<file path="src/rtl/sat_adder.sv">
// Registered two's-complement saturating adder with per-sample clamp flags
// and a sticky-at-max saturation event counter for debug.
module sat_adder #(
    parameter int width     = 8,
    parameter int cnt_width = 16
) (
    input  logic                 clk,
    input  logic                 rst_n,
    input  logic                 in_valid,
    input  logic [width-1:0]     a,
    input  logic [width-1:0]     b,
    input  logic                 cnt_clr,
    output logic [width-1:0]     z,
    output logic                 out_valid,
    output logic                 sat_pos,
    output logic                 sat_neg,
    output logic [cnt_width-1:0] sat_count
);

    localparam logic [width-1:0]     MaxVal = {1'b0, {(width-1){1'b1}}};
    localparam logic [width-1:0]     MinVal = {1'b1, {(width-1){1'b0}}};
    localparam logic [cnt_width-1:0] CntMax = {cnt_width{1'b1}};

    logic [width:0]   sum;
    logic             pos_ovf;
    logic             neg_ovf;
    logic [width-1:0] sat_sum;
    logic             sat_hit;

    // Overflow only when both operands share a sign and the result's sign
    // differs; an exact -min result keeps the sign and is therefore legal.
    always_comb begin
        sum     = {a[width-1], a} + {b[width-1], b};
        pos_ovf = ~a[width-1] & ~b[width-1] &  sum[width-1];
        neg_ovf =  a[width-1] &  b[width-1] & ~sum[width-1];
        sat_sum = sum[width-1:0];
        if (pos_ovf) begin
            sat_sum = MaxVal;
        end else if (neg_ovf) begin
            sat_sum = MinVal;
        end
        sat_hit = in_valid & (pos_ovf | neg_ovf);
    end

    always_ff @(posedge clk or negedge rst_n) begin
        if (!rst_n) begin
            z         <= '0;
            out_valid <= 1'b0;
            sat_pos   <= 1'b0;
            sat_neg   <= 1'b0;
        end else begin
            out_valid <= in_valid;
            if (in_valid) begin
                z       <= sat_sum;
                sat_pos <= pos_ovf;
                sat_neg <= neg_ovf;
            end else begin
                sat_pos <= 1'b0;
                sat_neg <= 1'b0;
            end
        end
    end

    // Clear wins over a same-cycle increment; the count never wraps.
    always_ff @(posedge clk or negedge rst_n) begin
        if (!rst_n) begin
            sat_count <= '0;
        end else if (cnt_clr) begin
            sat_count <= '0;
        end else if (sat_hit && (sat_count != CntMax)) begin
            sat_count <= sat_count + 1'b1;
        end
    end

endmodule

</file>
<file path="config.mk">
export PLATFORM = sky130hd
export DESIGN_NAME = sat_adder
export DESIGN_NICKNAME = d
export VERILOG_FILES = /design/src/rtl/sat_adder.sv
export SDC_FILE = /design/constraint.sdc
export NUM_CORES = 1
export LEC_CHECK = 0
export BUFFER_PORTS_ARGS = -buffer_cell sky130_fd_sc_hd__buf_2
export CORE_MARGIN = 4
export CORE_UTILIZATION = 26
export DETAILED_ROUTE_END_ITERATION = 10
export PLACE_DENSITY = 0.51
export SLEW_MARGIN = 10
export SYNTH_ARGS = -nofsm -noshare
export SYNTH_HDL_FRONTEND = slang
export SYNTH_SLANG_ARGS = --single-unit
</file>
<file path="constraint.sdc">
create_clock -name clk -period 6.35 [get_ports clk]
set_clock_uncertainty 0.2 [all_clocks]
set_input_delay 1.27 -clock clk [delete_from_list [all_inputs] [get_ports clk]]
set_output_delay 1.27 -clock clk [all_outputs]
set_load 0.05 [all_outputs]
</file>
==> Word level (Yosys, flattened, before mapping) <==
Cells that the tools add are included.
{ "word_totals": {"register_bits": 27, "in_bits": 20, "out_inout_bits": 27, "wordCells": 25} }
{ "classes": {"addsub": 2, "eq_ne": 1, "n_mux": 6, "n_bitwise": 9, "reduce_logical": 2} }
{ "ops": {"columns": ["cell", "count"], "rows": [
  ["$mux 16", 2],
  ["$add 16x1->16 const B", 1],
  ["$mux 8", 2],
  ["$ne 16x16->1 const B", 1],
  ["$add 8x8->8", 1],
  ["$and 1x1->1", 5],
  ["$not 1->1", 3],
  ["$mux 1", 2],
  ["$reduce_bool 2->1", 1],
  ["$logic_and 1x1->1", 1],
  ["$or 1x1->1", 1]
]} }

==> Depth between registers and ports, before layout <==
{ "depth": {"word_depth": 8, "ltp_mapped": 10, "ltp_nobuf": 8} }

==> Least setup slack after synthesis <==
No wires, ideal clock.
{ "synth_timing": {"path_type": "input to register", "from": "in a[4]", "to": "reg sat_count[10]", "setup_time_ns": 0.136, "arrival_time_ns": 3.107, "required_time_ns": 6.014, "setup_slack_ns": 2.906, "cell_stages": 9, "path_buffers": 2, "cell_sequence": "ha_1 > o211ai_1 > o21a_2 > o211ai_4 > mux2_4 > buf_6 > buf_4 > o31ai_1 > a21oi_1"} }
{ "synth_between": {"elab_chain_len": 7, "elab_cells_between_ends": 8, "cone_classes": "add/sub (1); bitwise (5); reduce/logical (2)"} }
{ "synth_lines": {"columns": ["element", "line", "source"], "rows": [
  ["from (decl)", "10", "input logic [width-1:0] a,"],
  ["$add 8x8->8 (*)", "33", "sum = {a[width-1], a} + {b[width-1], b};"],
  ["$not 1->1", "35", "neg_ovf = a[width-1] & b[width-1] & ~sum[width-1];"],
  ["$and 1x1->1", "35", null],
  ["$or 1x1->1 (*)", "42", "sat_hit = in_valid & (pos_ovf | neg_ovf);"],
  ["$and 1x1->1 (*)", "42", null],
  ["$logic_and 1x1->1 (*)", "70", "end else if (sat_hit && (sat_count != CntMax)) begin"],
  ["$reduce_bool 2->1 (no source line) (*)", null, null],
  ["to (signal assigned)", "71", "sat_count <= sat_count + 1'b1;"],
  ["to (decl)", "17", "output logic [cnt_width-1:0] sat_count"]
]} }
Mark *: on every way between the ends. The rest lies on a longest branch, timed or not.
A chain may end at the register's enable or synchronous reset.

==> Worst setup path after layout <==
{ "layout_timing": {"from": "in a[4]", "to": "reg sat_count[5]"} }
Same word-level chain as after synthesis.

==> reports/qor.csv <==
metric,value,unit
outcome,"complete, no violations",
ctsHtreeMaxLevel,1,
period_minus_slack,3478,ps
ys_async_sr_fraction,100.0,%
synth_area,1665,sq um
place_congestion,0.7312,
ctsLongestPathBuffers,2,
finalCritPeriodShare,54.78,%
peakVddDrop,0.1195,mV
grt_pass1_vias,1366,
critPathLaunchType,input pin,
crit_required,6360,ps
grt_util_all_layers,10.78,%
die_area,7749,sq um
drcViolationCount,0,
rsz0062_at_grt,false,
clk_latency,270,ps
synth.area.top_cells,"dfrtp_1, a21oi_1, ha_1",
post_cts_resized,0,
synthesis.nets,207,
worstSetupPathType,in2reg,
final_cells,295,
dp.cells,291,
p_leak,0.9265,nW
core.rowCount,28,
cp_slowest_cell,or4_1,
grt_pass1_wl,6693,um
ys_ff_latch,27,
top_level_ports,47,
die_w,88.03,um
final_common_cell,buf_2,
ys_types,39,
cts.sinks,27,
diodes,0,
tightest_slew,609.6,ps
clk_pin_slew_worst_paths,100,ps
reg2reg_depth,7,
root_buffer,clkbuf_8,
worst_slew_margin_rel,59.36,%
multi_input_area,914.6,sq um
crit_path_start,a[4],
core,6061,sq um
antenna_found_initial,0,
maxCapViolCount,0,
setup_viol,0,
avgSynthCellArea,9.462,sq um
grt_max_degree,28,
vias,1469,
wl,4004,um
fmax,0.2875,GHz
initial_core_util,27.48,%
die_h,88.03,um
hold-worst-slack,327.2,ps
hpwl,3016,um
fin_util,33.07,%
cp_max_fo,25,
r2r-start,sat_count[0]$_DFFE_PN0P_,
nFillCells,657,
synth_flop_cell,dfrtp_1,
final_nets,252,
synth.top_cell.area_share,40.57,%
hold_depth,1,
slowest_delay,500,ps
mostFrequentLayoutCells,"buf_2, dfrtp_1, a21oi_1",
cp_cell_sequence,buf_2 > ha_1 > o211ai_1 > o21a_2 > o211ai_4 > mux2_4 > or4_1 > a21oi_1,
port_buffers,46,
drt_first_iter_violations,46,
globalRouteOverflowTotal,0,
seqCellArea,675.6,sq um
final.setup.tns,0,ps
hold_start,z[6]$_DFFE_PN0P_,
critPathCaptureType,flip-flop,
hp-class,reg2reg,
netlist_instances,176,
ys_seq_area_share,40.57,%
postCtsHoldBufs,0,
yosysWarnings,0,
post_dp_cell_area,1956,sq um
dr.pass1.iters,4,
report.final.slew_viol_count,0,
wl_per_cell,13.57,um
syn_to_final_growth,20.36,%
crit_arrival,3480,ps
post_drt_via_cell_ratio,4.980,
design_area,2004,sq um
numCtsBuffers,3,
finalHoldViolations,0,
ant_nets,0,
yosysTopAreaCell,dfrtp_1,
cts_setup_buffers,0,
cts_tree,done,
synth-edff-count,0,
power.density,209.1,nW/um^2
drive_gt1_share,24.55,%
## kinds of logic after synthesis
kind of cell | after synthesis | share of synthesized area [%]
AOI/OAI and AO/OA | 64 | 25.09
xor gates and xnor gates | 5 | 2.630
adders and majority gates | 11 | 8.715
buffers and inverters | 17 | 4.508
DFF | 27 | 40.57
muxes | 4 | 2.705
and+or+nand+nor | 48 | 15.78
## per-stage QoR
step,power (mW),setup WS (ps)
floorplan,0.2887,2906
CTS,0.4243,2866
global placement,0.3222,2624
detailed placement,0.3221,2581
finish,0.4192,2872
global route,0.4448,2726
## synth_stat cells, types with 2 or more instances
cell type	number
dfrtp_1	27
a21oi_1	25
inv_1	11
ha_1	10
nor2_1	10
nand2_1	9
o21ai_0	9
nand3_1	7
o211ai_1	7
o31ai_1	6
or4_1	6
or3_1	5
and4_1	4
clkbuf_1	4
a21o_1	3
mux2i_1	3
xnor2_1	3
a211oi_1	2
and2_1	2
nand4_1	2
o2111ai_1	2
xor2_1	2
## layer usage
metal | vias to the layer above | share of wire [%] | track usage, %
met2 | 25 | 46 | 17.12
met1 | 686 | 50 | 15.44
li1 | 756 | - | -
met3 | 2 | 3.3 | 1.693
met4 | 0 | 0.32 | 2.473
met5 | - | 0 | 0
## layout make-up
type                       instances  share of cell area, %
clock buffer                       3                  2.060
clock inverter                     1                 0.3745
inverter                          11                  2.060
multi-input combinational        132                  45.63
sequential                        27                  33.71
tap                               75                  4.682
timing repair buffer              46                  11.49
## flip-flops by register name (all words and copies together) (netlist names)
register and cells:
sat_pos 1, sat_count 16, z 8, out_valid 1, sat_neg 1
## final timing paths
check / end / slack, ps
hold reg to reg: z[6]$_DFFE_PN0P_ / 330
setup reg to reg: sat_count[5]$_DFFE_PN0P_ / 3670
hold / removal: z[6]$_DFFE_PN0P_ / 330
setup / recovery: sat_count[5]$_DFFE_PN0P_ / 2870
max in group asynchronous: z[6]$_DFFE_PN0P_ / 4760
min in group asynchronous: sat_count[4]$_DFFE_PN0P_ / 790
## power breakdown
group | internal [mW] | switching, mW
sequential | 0.183 | 0.00867
clock | 0.0445 | 0.0574
combinational | 0.0385 | 0.0870
## critical path, delay by kind of cell
family	cells	cell delay (ps)
simple gates	1	500
compound gates	4	830
fa+ha+maj	1	330
buf+inv	1	100
mux	1	440
No activity file was read; power rests on OpenSTA's default activity.
